`config.mk`:
```
export PLATFORM = sky130hd
export DESIGN_NAME = mem_port_arbiter
export DESIGN_NICKNAME = d
export VERILOG_FILES = /design/src/rtl/mem_port_arbiter.sv
export SDC_FILE = /design/constraint.sdc
export NUM_CORES = 1
export LEC_CHECK = 0
export BUFFER_PORTS_ARGS = -buffer_cell sky130_fd_sc_hd__buf_4
export CELL_PAD_IN_SITES_DETAIL_PLACEMENT = 0
export CELL_PAD_IN_SITES_GLOBAL_PLACEMENT = 1
export CORE_ASPECT_RATIO = 0.5
export CORE_MARGIN = 2
export CORE_UTILIZATION = 32
export DETAILED_ROUTE_END_ITERATION = 7
export PLACE_DENSITY = 0.77
export SLEW_MARGIN = 20
export SYNTH_ARGS = -nofsm -noshare
export SYNTH_HDL_FRONTEND = slang
export SYNTH_SLANG_ARGS = --single-unit
```
`constraint.sdc`:
```
create_clock -name clk -period 1.4 [get_ports clk]
set_input_delay 0.14 -clock clk [delete_from_list [all_inputs] [get_ports clk]]
set_output_delay 0.14 -clock clk [all_outputs]
set_load 0.05 [all_outputs]
```
`src/rtl/mem_port_arbiter.sv`:
```
// mem_port_arbiter: shares one memory port between IF fetch and MEM data.
// Data wins by default. Define ARB_FAIR_EN to cap fetch starvation.
// Ports: clk, rst (async, active-low).
// Fetch side: if_req/if_addr in, if_done/if_rdata out.
// Data side: d_req/d_we/d_addr/d_wdata/d_wsel/d_rsel in, d_done/d_rdata out.
// Memory bus: registered mem_req and mem_* command out; mem_ack/mem_rdata in.
// Stalls: stall_if and stall_mem, combinational from req and done.
module mem_port_arbiter #(
    parameter int ADDR_W     = 32,
    parameter int DATA_W     = 32,
    parameter int MAX_STREAK = 4
) (
    input  logic              clk,
    input  logic              rst,
    input  logic              if_req,
    input  logic [ADDR_W-1:0] if_addr,
    output logic              if_done,
    output logic [DATA_W-1:0] if_rdata,
    input  logic              d_req,
    input  logic              d_we,
    input  logic [ADDR_W-1:0] d_addr,
    input  logic [DATA_W-1:0] d_wdata,
    input  logic [1:0]        d_wsel,
    input  logic [2:0]        d_rsel,
    output logic              d_done,
    output logic [DATA_W-1:0] d_rdata,
    output logic              mem_req,
    output logic              mem_we,
    output logic [ADDR_W-1:0] mem_addr,
    output logic [DATA_W-1:0] mem_wdata,
    output logic [1:0]        mem_wsel,
    output logic [2:0]        mem_rsel,
    input  logic              mem_ack,
    input  logic [DATA_W-1:0] mem_rdata,
    output logic              stall_if,
    output logic              stall_mem
);

    typedef enum logic [1:0] {IDLE, ISSUE, DONE} state_t;

    state_t state;
    logic   owner_d;
    logic   fair_hit;
    logic   grant_if;
    logic   any_req;

    if (MAX_STREAK < 1) begin : g_bad_streak
        $error("MAX_STREAK must be at least 1");
    end

`ifdef ARB_FAIR_EN
    localparam int SW = $clog2(MAX_STREAK + 1);

    logic [SW-1:0] streak;

    assign fair_hit = (streak == SW'(MAX_STREAK));

    // Counts data grants that bypassed a waiting fetch.
    always_ff @(posedge clk or negedge rst) begin
        if (!rst) begin
            streak <= '0;
        end else if (state == IDLE && any_req) begin
            if (grant_if || !if_req) begin
                streak <= '0;
            end else if (!fair_hit) begin
                streak <= streak + SW'(1);
            end
        end
    end
`else
    assign fair_hit = 1'b0;
`endif

    assign any_req   = if_req | d_req;
    assign grant_if  = if_req & (~d_req | fair_hit);
    assign stall_if  = if_req & ~if_done;
    assign stall_mem = d_req & ~d_done;

    always_ff @(posedge clk or negedge rst) begin
        if (!rst) begin
            state     <= IDLE;
            owner_d   <= 1'b0;
            mem_req   <= 1'b0;
            mem_we    <= 1'b0;
            mem_addr  <= '0;
            mem_wdata <= '0;
            mem_wsel  <= '0;
            mem_rsel  <= '0;
            if_done   <= 1'b0;
            d_done    <= 1'b0;
            if_rdata  <= '0;
            d_rdata   <= '0;
        end else begin
            if_done <= 1'b0;
            d_done  <= 1'b0;
            unique case (state)
                IDLE: begin
                    if (any_req) begin
                        owner_d <= ~grant_if;
                        mem_req <= 1'b1;
                        state   <= ISSUE;
                        if (grant_if) begin
                            mem_we    <= 1'b0;
                            mem_addr  <= if_addr;
                            mem_wdata <= '0;
                            mem_wsel  <= 2'b00;
                            mem_rsel  <= 3'b010;
                        end else begin
                            mem_we    <= d_we;
                            mem_addr  <= d_addr;
                            mem_wdata <= d_wdata;
                            mem_wsel  <= d_wsel;
                            mem_rsel  <= d_rsel;
                        end
                    end
                end
                ISSUE: begin
                    // Done is raised on entry to DONE so it lasts one cycle.
                    if (mem_ack) begin
                        mem_req <= 1'b0;
                        state   <= DONE;
                        if (owner_d) begin
                            d_done  <= 1'b1;
                            d_rdata <= mem_we ? '0 : mem_rdata;
                        end else begin
                            if_done  <= 1'b1;
                            if_rdata <= mem_rdata;
                        end
                    end
                end
                DONE: begin
                    state <= IDLE;
                end
                default: begin
                    state <= IDLE;
                end
            endcase
        end
    end

endmodule

```
==> results of run 1 <==
-- power breakdown --
group | switching, mW | internal (mW) | leakage, nW | total, mW
logic | 9.95 | 5.21 | 2.76 | 15.2
registers | 1.14 | 6.09 | 1.72 | 7.23
clock network | 1.75 | 2.55 | 0.273 | 4.31
-- per-layer routing --
metal / up-vias / track usage, % / share of wire, %
met5: - / 0 / 0
li1: 2179 / - / -
met4: 0 / 7.69 / 2.8
met2: 141 / 31.7 / 54
met3: 44 / 5.00 / 5.0
met1: 2216 / 18.4 / 38
-- cells by family (layout without fill, tap and decap cells) --
logic type	after synthesis	after routing
AO/OA/AOI/OAI	73	73
multiplexers	96	96
flip-flops	140	140
buffers and inverters	32	405
AND/OR/NAND/NOR	76	76
-- through the flow --
| step | TNS, ns | instances | instance area, um2 | total power, mW |
|---|---|---|---|---|
| floorplan | 0 | 417 | 5780 | 17.2 |
| detailed placement | -1.49 | 919 | 8290 | 22.3 |
| global route | -7.34 | 1024 | 9610 | 28.0 |
| finish | -1.88 | 1024 | 9610 | 26.7 |
| global placement | -0.458 | 919 | 8290 | 22.1 |
| CTS | -2.26 | 1024 | 9590 | 26.9 |
-- worst register-to-register path, cell delays in order, from the launching register on --
cell	delay [ns]
dfrtp_1	0.41
nor2_1	0.26
o21ai_4	0.16
buf_4	0.24
a22o_1	0.28
-- sequential cells by signal, indices dropped and copies added (netlist names), 2 cells and up --
signal	cells
d_rdata	32
if_rdata	32
mem_addr	32
mem_rsel	3
mem_wdata	32
mem_wsel	2
state	2
-- final timing paths --
path,startpoint,end,slack (ns)
worst max-delay path,state[0],mem_wdata[7],-0.06
max in group asynchronous,rst,mem_wdata[8],0.69
worst min register to register,d_rdata[14],d_rdata[14],0.48
worst max register to register,state[0],mem_wdata[7],-0.06
worst min-delay path,if_req,owner_d,0.05
min in group asynchronous,rst,d_rdata[10],0.18
-- area by class of cell --
cell class              count  area [um2]  area share (%)
flip-flops and latches    140        3500            36.5
repair buffers            369        3100            32.3
multi-input cells         245        2120            22.1
clock buffers              20         457            4.75
well taps                 234         293            3.05
clock inverters            12         115            1.20
inverters                   4        15.0           0.156
-- cell usage after synthesis --
master and instances:
nor2_1 1, dfrtp_1 140, clkbuf_1 16, mux2_2 66
nand2b_1 34, nor2b_1 2, and2_1 1, mux2_4 30
o21ai_0 33, nand2_1 35, buf_2 5, a21o_1 1
inv_1 4, a22oi_1 1, nand4b_1 1, o21ai_2 1
a22o_1 37, buf_4 3, buf_6 4, nand3b_1 1
nor2_2 1
-- cells in the final DEF (no fill, tap or decap), drive strengths merged --
cell / count
bufinv: 1
a22o: 37
clkinvlp: 3
a21o: 1
inv: 6
nand2: 35
buf: 297
and2: 1
o21ai: 34
clkinv: 6
nor2: 2
mux2: 96
nor2b: 2
nand3b: 1
nand4b: 1
a22oi: 1
clkbuf: 20
dlygate4sd3: 72
nand2b: 34
dfrtp: 140
-- timing repair --
action	in CTS	in global routing
gates resized for setup	1	4
hold buffers	72	0
pin swaps	0	0
setup buffers	1	0
hold endpoints to repair	237	0
setup endpoints to repair	85	103
==> results.py, run 1 <==
metrics = {
    "logic_synthesis": {
        "synthMuxAreaShare_pct": 20.7,
        "yosysSeqAreaShare_pct": 60.8,
        "yosysWarnings": 0,
        "synth_nets": 556,
        "synth_top_family_by_area": "multiplexers",
        "syn_inst": 417,
        "synth-compound-area-share_pct": 8.90,
        "synth_seq_cells": 140,
        "yosys.area_share.simple_pct": 6.75,
        "syn_area_um2": 5770,
        "synth-xor-area-share_pct": 0,
        "synthAdderAreaFrac_pct": 0,
        "syn_avg_cell_area_um2": 13.8,
        "yosysTopAreaCellShare_pct": 60.8,
        "synth_top_area_cell": "dfrtp_1",
        "synth_area_leaders": "dfrtp_1 (61%), mux2_2 (13%), mux2_4 (7.8%), a22o_1 (5.6%), nand2b_1 (3.7%)",
        "yosysUniqueCellTypes": 21,
    },
    "worst_setup_path": {
        "crit_arrival_ns": 1.75,
        "crit_buf_inv": 1,
        "crit_family": "compound AO/OA/AOI/OAI gates",
        "crit_cells": 4,
        "path_class": "flip-flop to flip-flop",
        "cp_slowest_cell": "dfrtp_1",
        "r2r_cells": 4,
        "crit_path_end_kind": "flip-flop",
        "startpoint_type": "flip-flop",
        "critPathRequiredTime_ns": 1.69,
        "max_stage_delay_ns": 0.41,
        "critPathMaxFanout": 20,
        "path_cells": "nor2_1, o21ai_4, buf_4, a22o_1",
    },
    "flow_run": {
        "drv_cap": 0,
    },
    "cts": {
        "cts_max_level": 4,
        "cts_tree": "yes",
        "root_buffer": "clkbuf_16",
        "clkSinkCount": 140,
        "clk_latency_ns": 0.41,
        "clkTransAtPathRegs_ns": 0.06,
        "cts_buffers": 17,
        "cts_buffer_depth": 2,
    },
    "drt": {
        "ant_nets": 0,
        "wirelength_mm": 16.1,
        "routed_via_density": 4.47,
        "drc": 0,
        "initialDrtViolationCount": 91,
        "num_vias": 4580,
        "routedWlPerCell_um": 15.7,
        "first_pass_iters": 5,
    },
    "sta": {
        "finalWorstSetupSlack_ns": -0.0648,
        "rsz0062_at_grt": "true",
        "fin_crit_sh_pct": 105,
        "finClkSkew_ns": 0.00905,
        "hold_viol": 0,
        "period_needed_ns": 1.46,
        "worst_pin_slew_ns": 0.315,
        "drv_slew": 0,
        "whs_ns": 0.0516,
        "max_freq_mhz": 683,
        "setup_viol": 70,
        "max_slew_margin_pct": 79.0,
    },
    "finish": {
        "drive_gt1_share_pct": 54.4,
        "fin_util_pct": 54.8,
        "final_nets": 916,
        "area_growth_pct": 66.6,
        "fillers": 1484,
        "antenna_cells": 0,
    },
    "floorplan": {
        "die_area_um2": 19200,
        "row_count": 34,
        "coreArea_um2": 17500,
        "initial_core_util_pct": 32.9,
        "ios": 278,
        "fp.dieH_um": 98.9,
        "die_w_um": 194,
    },
    "worst_hold_path": {
        "hold_path_depth": 3,
        "min_path_type": "primary input to flip-flop",
    },
    "global_routing": {
        "grt_pass1_wl_mm": 25.9,
        "grt-ovfl-total": 0,
        "grt_max_degree": 66,
        "grt_usage_pct": 17.2,
        "grt_pass1_vias": 4974,
        "antenna_found_initial": 0,
    },
    "place": {
        "hpwl_mm": 11.4,
        "gp_routability_congestion": 0.744,
        "numPortBuffers": 277,
        "dp_worst_setup_slack_ns": -0.0430,
    },
    "pwr": {
        "peakVddDrop_uv": 1460,
        "p_leak_nw": 4.75,
        "power_density_nw_per_um2": 2780,
    },
    "status": {
        "outcome": "complete, but fails checks",
        "violations": "negative setup slack",
    },
}
Power figures use the tool's default switching activity.
==> run 2: changes to the inputs <==
- SKIP_CTS_REPAIR_TIMING: unset -> 1
==> run 2 against run 1 <==
Net effect: the flow still finishes with violations (negative setup slack); die area stayed put; routed wire length shrank 0.19%; critical path depth unchanged; clock-buffer cell count stayed put; via count fell by 0.76%; final cell count about the same; non-clock buffer count is 1 lower; critical endpoint is now if_rdata[13].
==> results.py, run 2 (synthesis gave the netlist of run 1 again) <==
metrics = {
    "status": {
        "outcome": "complete, but fails checks",
        "violations": "negative setup slack",
    },
    "global_routing": {
        "antenna_found_initial": 0,
        "grt_pass1_vias": 4509,
        "grt_max_degree": 66,
        "grt_pass1_wl_mm": 23.8,
        "grt_usage_pct": 15.9,
        "grt-ovfl-total": 0,
    },
    "sta": {
        "max_slew_margin_pct": 79.0,
        "worst_pin_slew_ns": 0.314,
        "rsz0062_at_grt": "true",
        "drv_slew": 0,
        "hold_viol": 0,
        "setup_viol": 69,
        "finClkSkew_ns": 0.00875,
        "max_freq_mhz": 685,
        "finalWorstSetupSlack_ns": -0.0608,
        "fin_crit_sh_pct": 104,
        "period_needed_ns": 1.46,
        "fin_setup_tns_ns": -2.05,
    },
    "cts": {
        "root_buffer": "clkbuf_16",
        "cts_buffer_depth": 2,
        "cts_max_level": 4,
        "clkSinkCount": 140,
        "cts_tree": "yes",
        "clkTransAtPathRegs_ns": 0.06,
        "cts_buffers": 17,
        "clk_latency_ns": 0.41,
    },
    "finish": {
        "regArea_um2": 3500,
        "area_growth_pct": 66.4,
        "final_nets": 915,
        "multi_input_area_um2": 2120,
        "fillers": 1479,
        "drive_gt1_share_pct": 54.4,
        "instances_no_fill": 1023,
        "final_cell_mix": "buf_4 (282), dfrtp_1 (140), dlygate4sd3_1 (72), mux2_2 (66), a22o_1 (37)",
        "antenna_cells": 0,
        "final_common_cell": "buf_4",
    },
    "drt": {
        "first_pass_iters": 4,
        "num_vias": 4545,
        "ant_nets": 0,
        "initialDrtViolationCount": 83,
        "drc": 0,
        "routed_via_density": 4.44,
        "wirelength_mm": 16.1,
        "routedWlPerCell_um": 15.7,
    },
    "worst_setup_path": {
        "crit_cells": 4,
        "r2r_cells": 4,
        "crit_path_end_kind": "flip-flop",
        "crit_buf_inv": 1,
        "crit_family": "flip-flops",
        "critPathMaxFanout": 26,
        "startpoint_type": "flip-flop",
        "path_class": "flip-flop to flip-flop",
        "worstReg2RegEnd": "if_rdata[13]",
        "max_stage_delay_ns": 0.40,
        "crit_start": "state[1]",
        "cp_slowest_cell": "dfrtp_1",
        "worstReg2RegStart": "state[1]",
        "crit_arrival_ns": 1.75,
        "critPathRequiredTime_ns": 1.69,
        "r2r_slack_ns": -0.06,
        "path_cells": "nand3b_1, nor2_4, buf_12, mux2_2",
        "crit_end": "if_rdata[13]",
    },
    "pwr": {
        "peakVddDrop_uv": 1240,
        "p_leak_nw": 4.74,
        "power_density_nw_per_um2": 2780,
    },
    "place": {
        "hpwl_mm": 11.4,
        "gp_routability_congestion": 0.744,
        "place_inst": 919,
        "numPortBuffers": 277,
    },
    "floorplan": {
        "fp.dieH_um": 98.9,
        "die_area_um2": 19200,
        "initial_core_util_pct": 32.9,
        "die_w_um": 194,
        "ios": 278,
        "coreArea_um2": 17500,
        "row_count": 34,
    },
    "flow_run": {
        "drv_cap": 0,
    },
    "worst_hold_path": {
        "min_path_type": "primary input to flip-flop",
    },
}
## run 2: tightest hold or removal path, stage by stage
cell and delay (ns):
buf_4 0.14, nand2_1 0.05, a21o_1 0.10
## run 2: final cells by class
type	count	area share (%)
Sequential cell	140	36.5
Timing Repair Buffer	368	32.3
Multi-Input combinational cell	245	22.1
Clock buffer	20	4.76
Tap cell	234	3.05
Clock inverter	12	1.20
Inverter	4	0.156
## run 2: worst min path at each step
stage	startpoint	end	slack, ns	cells after the start
global route	if_req	owner_d	0.05	3
global placement	rst	d_rdata[10]	0.05	1
finish	if_req	owner_d	0.05	3
floorplan	rst	d_done	-0.16	0
detailed placement	rst	d_rdata[10]	0.05	1
CTS	rst	d_rdata[10]	-0.40	1
## run 2: power by group
| group | total [mW] | switching (mW) | leakage, nW | internal (mW) |
|---|---|---|---|---|
| logic | 15.1 | 9.95 | 2.75 | 5.18 |
| registers | 7.22 | 1.13 | 1.72 | 6.09 |
| clock network | 4.31 | 1.76 | 0.273 | 2.55 |
## run 2: through the flow
stage	util [%]	worst slack, ns	total power, mW	hold WS (ns)	area (um2)
final	54.7	-0.0608	26.7	0.0523	9600
after global routing	54.7	-0.126	27.9	0.0544	9600
after CTS	50.6	-0.0660	26.7	-0.400	8860
after detailed placement	47.3	-0.0430	22.3	0.0469	8290
after global placement	47.3	-0.0210	22.1	0.0470	8290
after floorplan	-	0.0103	17.2	-0.156	5780
## run 2: layer usage
metal  global-route usage, %  vias up  share of wire [%]
met5                       0        -                  0
met1                    17.8     2215                 39
li1                        -     2179                  -
met4                    6.29        0                2.0
met3                    4.76       30                4.9
met2                    28.6      121                 54
